===== src/rtl/alu_seq_unit.sv =====
// Handshaked ALU execution unit: add/sub/and/or in one cycle, logical and
// arithmetic right shifts bit-serially, result held until the consumer takes it.
//
// state | meaning
// IDLE  | ready for a request (in_ready=1)
// SHIFT | serial shift in progress, one bit per cycle (busy=1)
// DONE  | result valid on C, waiting for out_ready
module alu_seq_unit (
  input  logic        clk,
  input  logic        reset,
  input  logic        in_valid,
  output logic        in_ready,
  input  logic [31:0] A,
  input  logic [31:0] B,
  input  logic [2:0]  ALUOp,
  output logic        out_valid,
  input  logic        out_ready,
  output logic [31:0] C,
  output logic        busy
);

  typedef enum logic [1:0] {
    IDLE  = 2'd0,
    SHIFT = 2'd1,
    DONE  = 2'd2
  } state_t;

  state_t      state;
  logic [31:0] work;
  logic [4:0]  cnt;
  logic        fill;
  logic [31:0] work_shr;

  assign work_shr  = {fill, work[31:1]};
  assign in_ready  = (state == IDLE);
  assign out_valid = (state == DONE);
  assign busy      = (state == SHIFT);

  always_ff @(posedge clk) begin
    if (!reset) begin
      state <= IDLE;
      C     <= '0;
      work  <= '0;
      cnt   <= '0;
      fill  <= 1'b0;
    end else begin
      case (state)
        IDLE: begin
          if (in_valid) begin
            case (ALUOp)
              3'b000: begin C <= A + B; state <= DONE; end
              3'b001: begin C <= A - B; state <= DONE; end
              3'b010: begin C <= A & B; state <= DONE; end
              3'b011: begin C <= A | B; state <= DONE; end
              3'b100, 3'b101: begin
                work <= A;
                cnt  <= B[4:0];
                fill <= ALUOp[0] & A[31];
                if (B[4:0] == 5'd0) begin
                  C     <= A;
                  state <= DONE;
                end else begin
                  state <= SHIFT;
                end
              end
              default: begin C <= '0; state <= DONE; end
            endcase
          end
        end
        SHIFT: begin
          // cnt is a down-counter; the last shift lands directly in C
          work <= work_shr;
          cnt  <= cnt - 5'd1;
          if (cnt == 5'd1) begin
            C     <= work_shr;
            state <= DONE;
          end
        end
        DONE: begin
          if (out_ready) state <= IDLE;
        end
        default: state <= IDLE;
      endcase
    end
  end

endmodule


===== config.mk =====
export PLATFORM = sky130hd
export DESIGN_NAME = alu_seq_unit
export DESIGN_NICKNAME = d
export VERILOG_FILES = /design/src/rtl/alu_seq_unit.sv
export SDC_FILE = /design/constraint.sdc
export NUM_CORES = 1
export LEC_CHECK = 0
export BUFFER_PORTS_ARGS = -buffer_cell sky130_fd_sc_hd__buf_2
export CAP_MARGIN = 25
export CORE_ASPECT_RATIO = 0.75
export CORE_UTILIZATION = 35
export CTS_BUF_LIST = sky130_fd_sc_hd__clkbuf_4
export CTS_CLUSTER_DIAMETER = 200
export DETAILED_ROUTE_END_ITERATION = 8
export HOLD_SLACK_MARGIN = 0.05
export SLEW_MARGIN = 10
export SYNTH_ARGS = -nofsm -noshare
export SYNTH_HDL_FRONTEND = slang
export SYNTH_SLANG_ARGS = --single-unit

===== constraint.sdc =====
create_clock -name clk -period 12.4 [get_ports clk]
set_input_delay 1.86 -clock clk [delete_from_list [all_inputs] [get_ports clk]]
set_output_delay 1.86 -clock clk [all_outputs]
set_load 0.02 [all_outputs]

==> results.md, run 1 <==
Status:
- The flow ran to the end, and the final reports show no timing, DRC or antenna violations.

Synthesis:
- Dividing the synthesized area by the synthesized cell count gives roughly 7.6 um^2.
- The dominant cell type by area after synthesis is sky130_fd_sc_hd__dfxtp_1.
- The number of library cell types mapped by synthesis is 82.
- The portion of the post-synthesis area used by sequential elements is 0.2232.
- Counting instances in the post-synthesis netlist gives the leading cell types as sky130_fd_sc_hd__nand2_1, sky130_fd_sc_hd__dfxtp_1, sky130_fd_sc_hd__o21ai_0.
- Yosys attributes the largest share of cell area to sky130_fd_sc_hd__dfxtp_1, sky130_fd_sc_hd__nand2_1, sky130_fd_sc_hd__ha_1.
- The number of nets handed over by synthesis was 947.
- In this run, synthesis produced a sequential element count of 71.
- For this run, the leading register cell type out of synthesis is sky130_fd_sc_hd__dfxtp_1.
- In this run, synthesis inferred 0 flip-flops with an integrated enable.
- Among all cell types in the netlist, the one instantiated most often is sky130_fd_sc_hd__nand2_1.
- Of all flip-flops after synthesis, the portion carrying an async set or reset was 0.
- The proportion of netlist area held by the largest area contributor is 0.2232.
- The total number of yosys warnings is 0.
- The synthesized cell area is 6369 um^2.
- The cell count after synthesis came out at 838.

Worst setup path:
- The critical setup path kind is input port to register.
- The length in cells of the worst reg-to-reg path is 10.
- The worst endpoint data arrival time is ~6300 ps.
- The nature of the critical path startpoint is an input port.
- The startpoint of the most critical register-to-register path is state[1].
- Data on the critical path is required at its endpoint by 12810 ps.
- The endpoint identified for the worst register-to-register timing path is C[29].
- Along the worst path, the maximum fanout reaches 38.
- STA classifies the critical path endpoint as a register.
- Across all register-to-register paths, the minimum setup slack is 9040 ps.

Route:
- The count of unresolved DRC violations after routing is 0.
- The routed layout has 6597 vias.
- The total detailed-routing wirelength is 21090 um.
- The mean number of vias per cell is 5.717.
- The number of nets still failing antenna checks after routing is 0.
- The number of search-and-repair iterations in the first detailed-routing pass is 5.
- The detailed router finished its first iteration with 647 violations.
- The average wire per standard cell is 18.28 um.

Clock tree:
- The post-CTS setup-driven buffer insertion count is 0.
- The number of H-tree levels is 3.
- After clock tree synthesis, the clock-pin slew on the worst setup and hold paths is approximately 130 ps.
- The clock reaches the later pin of the worst-skew pair after 470 ps.
- The clock tree from TritonCTS is done.
- The buffer depth of the longest clock path is 2.
- The clock root buffer master is sky130_fd_sc_hd__clkbuf_4.
- The total clock buffers created by CTS is 9.
- The number of gates resized after cts is 0.
- The cts-stage hold buffer count is 0.
- The total clock sinks is 71.

Cells and area:
- The relative area change from synthesis to final layout is 13.03%.
- Once layout is done, the placed cells without fillers occupy 7198 um^2.
- The final net count is 1016.
- The utilization after layout is 0.4065.
- The number of cells in the finished layout apart from fillers is 1154.
- The fraction of layout cells with a size suffix above 1 is 0.1701.

Timing:
- The post-route clock skew is 27.41 ps.
- Setup repair after global routing left no endpoint under its margin.
- The final cycle utilization of the critical path is 0.4723.
- The worst hold margin is 475.3 ps.
- The worst-margin pin slew is 946.6 ps.
- Setup violations remaining at the end of the flow were counted as 0.
- In the post-route analysis, the smallest setup slack over all paths is between 6000 and 7000 ps.
- The clock period could shrink to approximately 6000 ps.
- Headroom to the max-slew limit came out at 0.3666.
- In the final timing run, aggregate negative setup slack is 0 ps.
- The number of max-slew violations in the final report came to 0.
- The count of final hold-check violations came to 0.
- Static timing analysis puts the maximum clock frequency at between 150 and 200 MHz.

Die:
- The top-level port count is 106.
- The die footprint is 18750 um^2.
- The width of the die is 157.8 um.
- For this configuration, the core starts out at a cell density of 0.3596.
- The die height is 118.8 um.
- The number of placement rows is 42.
- The area of the core region is roughly 18000 um^2.

Global routing:
- The initial antenna violation count is 1.
- The global router's overall resource usage is 0.2305.
- The final global-route overflow total is 0.
- Entering global routing, the biggest net connects 76 pins.
- The first global-routing pass estimated 33420 um of wire.
- The via count of the first global-routing pass came to 5975.

Worst hold path:
- The worst hold path terminates at C[0].
- The number of instances on the worst hold path is 2.
- The path class of the tightest hold or removal check is register to register.
- The hold path startpoint is C[0].

Power:
- The share of power burned in the clock network is 0.221.
- In this run the power density over the cells is 100.1 nW/um^2.
- The cell-internal power is 428.4 uW.
- The switching portion of total power is 0.4053.
- Summed over all cells, the static leakage comes to 3.312 nW.
- The share of total power dissipated in combinational logic is 0.411.
- The fraction of power consumed by sequential logic is 0.369.
- For this design the total switching power over the nets is 292.0 uW.
- Total power for the finished layout comes to 720.4 uW.
- VDD sags by at most 0.03797 mV.

Placed design:
- The instance count after placement with tap cells included is 1138.
- The placer's final routability congestion estimate is 0.9066.
- Timing analysis after detailed placement gives a worst setup slack of 6058 ps.
- Once detailed placement completed, the half-perimeter wirelength came to 15140 um.
- Input and output buffers added on the ports amount to approximately 110.
- The area after detailed placement is between 7000 and 8000 um^2.

Run:
- Across the run, the number of max-cap violations was 0.
## logic make-up (layout without fill, tap and decap cells)
| kind of cell | count (synthesis) | count (layout) | synth area share |
|---|---|---|---|
| DFF | 71 | 71 | 0.2232 |
| and+or+nand+nor | 291 | 291 | 0.2193 |
| adders and majority gates | 66 | 66 | 0.1198 |
| buffers and inverters | 76 | 149 | 0.04617 |
| muxes | 6 | 6 | 0.009431 |
| other | 0 | 1 | 0 |
| xor gates and xnor gates | 44 | 44 | 0.06051 |
| AOI/OAI and AO/OA | 284 | 284 | 0.3216 |
## flip-flops by register name, indices dropped and copies added (netlist names)
name	flops
state	2
fill	1
C	32
cnt	5
work	31
## worst max path at each step
stage	startpoint	slack [ps]	depth (start not counted)	to
2_1_floorplan	ALUOp[0]	6880	17	C[27]
3_3_place_gp	ALUOp[0]	6180	14	C[27]
3_5_place_dp	ALUOp[0]	6060	14	C[27]
4_1_cts	ALUOp[0]	6560	14	C[27]
5_1_grt	ALUOp[1]	6130	14	C[24]
6_report	ALUOp[0]	6540	14	C[26]
## layout make-up
cell class                 instances  area, um^2
clock buffer                      10       75.07
sequential                        71        1421
multi-input combinational        691        4672
clock inverter                     5       60.06
antenna                            1       2.502
fill                            1898       10510
timing repair buffer             113       585.6
tap                              242       302.8
inverter                          21       78.83
## power by group through the flow
stage / logic (mW) / registers, mW / clock network [mW]
after floorplan: 0.191 / 0.280 / 0
after global placement: 0.291 / 0.270 / 0
after detailed placement: 0.292 / 0.270 / 0
after CTS: 0.294 / 0.265 / 0.165
after global routing: 0.327 / 0.268 / 0.173
final: 0.296 / 0.265 / 0.159
## critical path: stages
cell	delay (ps)
sky130_fd_sc_hd__buf_2	650
sky130_fd_sc_hd__nand2_1	770
sky130_fd_sc_hd__nand2_1	220
sky130_fd_sc_hd__o21ai_0	160
sky130_fd_sc_hd__fa_1	490
sky130_fd_sc_hd__and2b_1	240
sky130_fd_sc_hd__o2111ai_1	170
sky130_fd_sc_hd__a211oi_2	410
sky130_fd_sc_hd__o21ba_2	240
sky130_fd_sc_hd__o21ai_2	100
sky130_fd_sc_hd__a31o_2	250
sky130_fd_sc_hd__o21ai_0	200
sky130_fd_sc_hd__mux2i_1	260
sky130_fd_sc_hd__o221a_2	210
## cells in the final DEF, fill, tap and decap left out, drive strengths merged, types with 8 or more instances in the layout
| cell | count |
|---|---|
| a21boi | 12 |
| a21o | 12 |
| a21oi | 47 |
| a22oi | 18 |
| a31oi | 11 |
| buf | 113 |
| clkbuf | 10 |
| dfxtp | 71 |
| ha | 37 |
| inv | 20 |
| maj3 | 28 |
| nand2 | 127 |
| nand2b | 8 |
| nand3 | 45 |
| nor2 | 43 |
| nor2b | 11 |
| nor3 | 19 |
| o211a | 35 |
| o211ai | 17 |
| o21a | 12 |
| o21ai | 61 |
| o31ai | 9 |
| xnor2 | 22 |
| xor2 | 22 |
## routing by layer
| layer | up-vias | part of all wire | global-route usage |
|---|---|---|---|
| li1 | 3240 | - | - |
| met1 | 3071 | 0.53 | 0.3601 |
| met2 | 261 | 0.39 | 0.3197 |
| met3 | 25 | 0.061 | 0.03675 |
| met4 | 0 | 0.016 | 0.05765 |
| met5 | - | 0 | 0 |
(Power assumes the default switching activity.)
==> run 2: changes to the inputs <==
==> constraint.sdc (replaced) <==
create_clock -name clk -period 6.1 [get_ports clk]
set_input_delay 0.915 -clock clk [delete_from_list [all_inputs] [get_ports clk]]
set_output_delay 0.915 -clock clk [all_outputs]
set_load 0.02 [all_outputs]
==> run 2 against run 1 <==
  * Non-clock buffer count up 3
  * Cell area up 0.38%
  * Sequential cell count stayed put
  * Final cell count grew 0.35%
  * Global-route usage decreased by 0.57 points
  * Worst hold slack improved by 1.2 ps
  * Register-to-register slack worse by 5800 ps
  * Sequential power rose by 100%
  * First-iteration DRC count decreased by 29%
  * Critical endpoint is now C[24]
==> results.md, run 2 (synthesis results as in run 1) <==
Route:
- The count of unresolved DRC violations after routing was 0 (unchanged).
- The number of search-and-repair iterations in the first detailed-routing pass came to 7 (+2).
- The met1 layer wirelength in the final routing came to 10990 um (-1.6%).
- The initial detailed-routing violation count is 458 (-29%).
- The total detailed-routing wirelength was 20910 um (-0.90%).
- The top metal layer carrying routed signals is met4.
- The number of nets still failing antenna checks after routing was 0 (unchanged).
- The mean number of vias per cell came to 5.649 (-1.2%).
- The total length of routed met3 wires came to 1443 um (+12%).
- The average wire per standard cell is 18.05 um (-1.2%).
- The detailed-route via count is 6542 (-0.83%).
- The met2 wirelength from detailed routing is 8140 um (-2.0%).

Worst setup path:
- The required time of the worst setup path is 6470 ps (-6340 ps).
- The length in cells of the worst reg-to-reg path is 7 (-3).
- The maximum fanout encountered on the critical timing path is 27 (-29%).
- In this run the critical register-to-register path is captured at C[29].
- The endpoint type of the worst setup path is a register.
- In this run the critical register-to-register path is launched from state[1].
- Traced cell by cell, the critical path runs through buf_2 > nor2_1 > and2_1 > nor2_1 > xnor2_1 > ha_1 > and2b_1 > o2111ai_1 > a211oi_2 > o21ba_2 > o21ai_2 > a21boi_0 > o41ai_1 > nor3_1 > o31a_1.
- The worst endpoint data arrival time came to 4860 ps (-1400 ps).
- The nature of the critical path startpoint is an input port.
- The cell repeated most along the worst path is sky130_fd_sc_hd__nor2_1.
- The register-to-register setup slack came to 3270 ps (-5770 ps).
- The worst setup path is of the input port to register kind.
- The highest cell delay on the worst timing path is 550 ps (-220 ps).
- For this design, the slowest cell found on the critical path is sky130_fd_sc_hd__and2_1.

Die:
- The initial standard-cell utilization of the core is 0.3596 (unchanged).
- The number of placement rows came to 42 (unchanged).
- The area of the core region was 17710 um^2 (unchanged).
- The top-level port count is 106 (unchanged).
- The width of the die is 157.8 um (unchanged).
- The die footprint came to 18750 um^2 (unchanged).
- The die height is 118.8 um (unchanged).

Clock tree:
- The clock root buffer master is sky130_fd_sc_hd__clkbuf_4.
- The clock tree from TritonCTS is done.
- The clock latency on the worst-skew pair is 480 ps (about the same).
- The clock input transition at the sequential cells of the worst setup and hold paths is 140 ps (about the same).
- The post-CTS setup-driven buffer insertion count is 0 (unchanged).
- The number of gates resized after cts is 0 (unchanged).
- The cts-stage hold buffer count is 0 (unchanged).
- The number of H-tree levels is 3 (unchanged).
- The buffer depth of the longest clock path is 2 (unchanged).
- The total clock buffers created by CTS is 9 (unchanged).
- The total clock sinks is 71 (unchanged).

Timing:
- The fmax is 222.8 MHz.
- Setup repair after global routing left no endpoint under its margin.
- The final-layout setup total negative slack is 0 ps (unchanged).
- The total of endpoints with negative setup slack in the final report is 0 (unchanged).
- The worst hold margin is 476.5 ps (+1.183 ps).
- In the finished design, the share of the clock period the worst path needs comes to 0.7356.
- The count of final hold-check violations was 0 (unchanged).
- The relative max-transition margin was 0.3707 (+0.004066).
- The smallest clock period supported by the final layout is computed as 4487 ps.
- The post-route clock skew is 17.23 ps (-10.18 ps).
- The number of max-slew violations in the final report is 0 (unchanged).
- The worst-margin pin slew is 940.5 ps (-6.076 ps).

Cells and area:
- The flip-flop count of the largest register, all copies and words added is 32 (unchanged).
- The final net count was 1019 (+0.30%).
- In the layout the commonest cells are sky130_fd_sc_hd__nand2_1, sky130_fd_sc_hd__buf_2, sky130_fd_sc_hd__dfxtp_1.
- The register with the most flip-flops in the final layout is C.
- The largest registers in the layout are C: 32 flops, work: 31 flops, cnt: 5 flops.
- The fraction of layout cells with a size suffix above 1 is 0.1727 (+0.002535).
- The commonest non-fill, non-tap cell in the layout is sky130_fd_sc_hd__nand2_1.
- The relative area change from synthesis to final layout is 13.46%.

Worst hold path:
- The worst hold path begins at C[12].
- For hold timing, the worst endpoint is C[12].
- The type of the tightest min-delay check is register to register.
- The number of instances on the worst hold path is 2 (unchanged).

Global routing:
- The global router's overall resource usage was 0.2249 (-0.005657).
- The via count of the first global-routing pass is 5974 (-0.017%).
- The initial antenna violation count came to 1 (unchanged).
- The first-pass GRT wire length is 32850 um (-1.7%).
- The maximum number of pins on one net before global-route repair is 41 (-46%).
- The final global-route overflow total is 0 (unchanged).

Power:
- The largest voltage drop on the vdd net is 0.07080 mV (+86%).
- The total leakage power was 3.329 nW (+0.50%).
- The power per standard cell area came to 203.4 nW/um^2 (+100%).

Placed design:
- The count of port buffers added during placement came to 105 (unchanged).
- The placer's final routability congestion estimate was 0.9323 (+2.8%).
- The half-perimeter wire length after placement is 15760 um (+4.1%).

Run:
- The number of max-cap violations came to 0 (unchanged).

Status:
- The run finished with clean final reports.
-- run 2: final cells by class --
class / instances / area [um^2]
Sequential cell: 71 / 1421
Multi-Input combinational cell: 691 / 4672
Clock inverter: 7 / 72.57
Timing Repair Buffer: 116 / 608.1
Inverter: 21 / 78.83
Fill cell: 1886 / 10480
Antenna cell: 1 / 2.502
Tap cell: 242 / 302.8
Clock buffer: 9 / 67.56
-- run 2: per-layer routing --
metal  up-vias  global-route usage
li1       3253                   -
met1      3039              0.3488
met3        23             0.04367
met4         0             0.06311
met2       227              0.3056
met5         -                   0
-- run 2: worst max path at each step --
stage               startpoint    end  slack [ps]  cells past startpoint
global route          ALUOp[1]  C[24]        1170                     15
CTS                   ALUOp[1]  C[24]        1680                     15
detailed placement    ALUOp[1]  C[24]        1180                     15
floorplan             ALUOp[0]  C[27]        1520                     17
global placement      ALUOp[1]  C[27]        1280                     16
finish                ALUOp[1]  C[24]        1610                     15
-- run 2: per-stage QoR --
step	setup WS [ps]	area (um^2)	utilization	cells	total power, mW
floorplan	1524	6369	-	838	0.9573
global placement	1282	7083	0.4000	1141	1.142
detailed placement	1183	7083	0.4000	1141	1.140
CTS	1682	7223	0.4079	1157	1.474
global route	1165	7223	0.4079	1157	1.566
finish	1613	7226	0.4080	1158	1.470
-- run 2: report_power, final --
| part | internal, mW | total [mW] | switching, mW |
|---|---|---|---|
| combinational | 0.234 | 0.601 | 0.367 |
| clock | 0.125 | 0.330 | 0.205 |
| sequential | 0.509 | 0.538 | 0.0292 |
-- run 2: critical path: cells and delay by family --
family | cells | cell delay (ps)
compound gates | 7 | 1740
xor+xnor | 1 | 150
fa+ha+maj | 1 | 330
buf+inv | 1 | 260
simple gates | 5 | 1460
==> run 3: changes to the inputs <==
==> constraint.sdc (replaced) <==
create_clock -name clk -period 4.55 [get_ports clk]
set_input_delay 0.6825 -clock clk [delete_from_list [all_inputs] [get_ports clk]]
set_output_delay 0.6825 -clock clk [all_outputs]
set_load 0.02 [all_outputs]
==> run 3 against run 2 <==
  * Non-clock buffer count grew 13
  * Cell area grew 1.0%
  * First-iteration DRC count increased by 28%
  * Power grew 31%
  * Count of clock-buffer cells in the layout grew 1
  * Global-route usage rose by 0.22 points
  * Clock power up 18%
  * Clock skew up 9.3 ps
  * Register-to-register slack worse by 1700 ps
  * Combinational power is 35% higher
  * Critical endpoint is now C[29]
  * Largest cell class unchanged
==> results.md, run 3 (synthesis results as in run 1) <==
Placed design:
- The half-perimeter wire length after placement is 15730 um (-0.18%).
- The count of port buffers added during placement was 105 (unchanged).
- The placer's final routability congestion estimate is 0.9093 (-2.5%).

Cells and area:
- In the final layout, the registers with the most flip-flops are C: 32 flops, work: 31 flops, cnt: 5 flops.
- The register area is 1421 um^2 (unchanged).
- The diode insertion count for antenna repair came to 0 (-1).
- The count of fill cells added during filler insertion came to 1888 (+0.11%).
- The fraction of layout cells with a size suffix above 1 is 0.1853 (+0.01267).
- The relative area change from synthesis to final layout is 14.64%.
- The total area of multi-input combinational cells is 4672 um^2 (unchanged).
- The commonest non-fill, non-tap cell in the layout is sky130_fd_sc_hd__nand2_1.
- In the layout the commonest cells are sky130_fd_sc_hd__nand2_1, sky130_fd_sc_hd__buf_2, sky130_fd_sc_hd__dfxtp_1.
- The flip-flop count of the largest register, all copies and words added is 32 (unchanged).
- C holds more flip-flops than any other register.
- The final net count is 1032 (+1.3%).

Worst hold path:
- The path class of the tightest hold or removal check is register to register.
- The hold path startpoint is C[8].
- The number of instances on the worst hold path is 2 (unchanged).
- The endpoint of the worst hold-timing path is C[8].

Timing:
- The worst-margin pin slew is 871.6 ps (-68.93 ps).
- The relative max-transition margin is 0.4189 (+0.04827).
- Dividing the final minimum period by the clock period gives 0.8639.
- Setup repair after global routing left no endpoint under its margin.
- Timing would allow up to about 250 MHz.
- Counting I/O delays and the setup requirement, the final critical path takes approximately 3900 ps.
- The number of max-slew violations in the final report is 0 (unchanged).
- The worst hold margin is 476.5 ps (+0.07300 ps).
- The total of endpoints with negative setup slack in the final report is 0 (unchanged).
- The count of final hold-check violations is 0 (unchanged).
- The final-layout setup total negative slack came to 0 ps (unchanged).
- The post-route clock skew came to 26.54 ps (+9.306 ps).

Worst setup path:
- The worst endpoint data arrival time is 4290 ps (-570 ps).
- The register-to-register setup slack is 1550 ps (-1720 ps).
- The startpoint of the most critical register-to-register path is state[1].
- The critical setup path kind is input port to register.
- The endpoint type of the worst setup path is a register.
- The maximum fanout encountered on the critical timing path is 6 (-78%).
- The worst register-to-register path ends at C[9].
- STA classifies the critical path startpoint as an input port.
- The required time of the worst setup path is 4910 ps (-1560 ps).
- The length in cells of the worst reg-to-reg path came to 6 (-1).

Run:
- The number of max-cap violations is 0 (unchanged).

Power:
- The power per standard cell area came to 263.7 nW/um^2 (+30%).
- The net switching power is 800.3 uW (+33%).
- The cell-internal power is 1.125 mW (+29%).
- The switching portion of total power is 0.4157 (+0.006866).
- The fraction of power consumed by sequential logic was 0.376 (+0.010).
- The combinational share of power came to 0.422 (+0.013).
- The total leakage power is 3.379 nW (+1.5%).
- The share of power burned in the clock network is 0.202 (-0.023).
- The largest voltage drop on the vdd net is 0.09352 mV (+32%).

Route:
- The average wire per standard cell is 17.87 um (-1.0%).
- The mean number of vias per cell came to 5.679 (+0.52%).
- The detailed-route via count was 6644 (+1.6%).
- The total detailed-routing wirelength was 20910 um (about the same).
- The number of search-and-repair iterations in the first detailed-routing pass is 5 (-2).
- The count of unresolved DRC violations after routing came to 0 (unchanged).
- The number of nets still failing antenna checks after routing is 0 (unchanged).
- The initial detailed-routing violation count was 586 (+28%).

Clock tree:
- The total clock buffers created by CTS is 9 (unchanged).
- The buffer depth of the longest clock path was 2 (unchanged).
- The clock root buffer master is sky130_fd_sc_hd__clkbuf_4.
- The total clock sinks is 71 (unchanged).
- The clock input transition at the sequential cells of the worst setup and hold paths was 150 ps (about the same).
- The number of H-tree levels is 3 (unchanged).
- The post-CTS setup-driven buffer insertion count is 0 (unchanged).
- The cts-stage hold buffer count was 0 (unchanged).
- The clock latency on the worst-skew pair is 470 ps (about the same).
- The number of gates resized after cts is 0 (unchanged).
- The clock tree from TritonCTS is done.

Global routing:
- The maximum number of pins on one net before global-route repair is 43 (+4.9%).
- The via count of the first global-routing pass is 6024 (+0.84%).
- The initial antenna violation count came to 0 (-1).
- The final global-route overflow total was 0 (unchanged).
- The first-pass GRT wire length came to 33130 um (+0.84%).
- The global router's overall resource usage came to 0.2271 (+0.002217).

Status:
- The flow ran to the end, and the final reports show no timing, DRC or antenna violations.

Die:
- The initial standard-cell utilization of the core came to 0.3596 (unchanged).
- The top-level port count came to 106 (unchanged).
- The die footprint was 18750 um^2 (unchanged).
- The die height came to 118.8 um (unchanged).
- The area of the core region was 17710 um^2 (unchanged).
- The number of placement rows is 42 (unchanged).
- The width of the die is 157.8 um (unchanged).
-- run 3: cell count changes in the layout (fill, tap and decap cells not counted), sizes merged --
cell,change
buf,+13
bufinv,-1
clkbuf,+1
clkinv,-3
clkinvlp,+2
diode,-1
inv,+1
-- run 3: layout make-up --
cell class,count,area share
flip-flops and latches,71,0.1947
repair buffers,129,0.09666
clock buffers,10,0.01028
clock inverters,6,0.006170
inverters,21,0.01080
multi-input cells,691,0.6399
well taps,242,0.04147
-- run 3: per-stage QoR --
| stage | instances | power (mW) | area, um^2 | util | setup WS, ps |
|---|---|---|---|---|---|
| after floorplan | 838 | 1.283 | 6369 | - | 206.5 |
| after global placement | 1154 | 1.533 | 7181 | 0.4055 | 288.6 |
| after detailed placement | 1154 | 1.539 | 7181 | 0.4055 | 200.6 |
| after CTS | 1170 | 1.938 | 7301 | 0.4123 | 726.2 |
| after global routing | 1170 | 2.055 | 7301 | 0.4123 | 393.8 |
| final | 1170 | 1.925 | 7301 | 0.4123 | 619.3 |
-- run 3: worst max-delay path by stage --
stage	from	end	slack (ps)
after floorplan	ALUOp[0]	C[27]	210
after global placement	B[3]	C[29]	290
after detailed placement	B[3]	C[29]	200
after CTS	B[3]	C[29]	730
after global routing	B[1]	C[24]	390
final	B[1]	C[29]	620
-- run 3: power by group through the flow --
stage	Combinational [mW]	Sequential [mW]	Clock, mW
after global routing	0.897	0.731	0.427
after global placement	0.796	0.737	0
after floorplan	0.520	0.763	0
after CTS	0.806	0.724	0.408
after detailed placement	0.802	0.737	0
final	0.813	0.723	0.389
-- run 3: per-layer routing --
metal  vias up  global-route usage  part of all wire
met1      3097              0.3491              0.51
met3        19             0.03857             0.075
met5         -                   0                 0
met4         0             0.05097            0.0087
met2       249              0.3224              0.41
li1       3279                   -                 -
-- run 3: critical path, stage by stage --
cell and delay, ps:
sky130_fd_sc_hd__buf_2 130, sky130_fd_sc_hd__inv_1 90, sky130_fd_sc_hd__ha_1 260, sky130_fd_sc_hd__nand3b_2 140
sky130_fd_sc_hd__or4_4 550, sky130_fd_sc_hd__nor3_4 200, sky130_fd_sc_hd__a21oi_1 110, sky130_fd_sc_hd__xnor2_1 130
sky130_fd_sc_hd__ha_1 370, sky130_fd_sc_hd__nand4_1 110, sky130_fd_sc_hd__a21oi_1 280, sky130_fd_sc_hd__o31ai_1 150
sky130_fd_sc_hd__nand2_1 130, sky130_fd_sc_hd__a31oi_4 60, sky130_fd_sc_hd__a211o_1 350, sky130_fd_sc_hd__a31oi_1 190
sky130_fd_sc_hd__nor2_1 70, sky130_fd_sc_hd__a221o_1 250
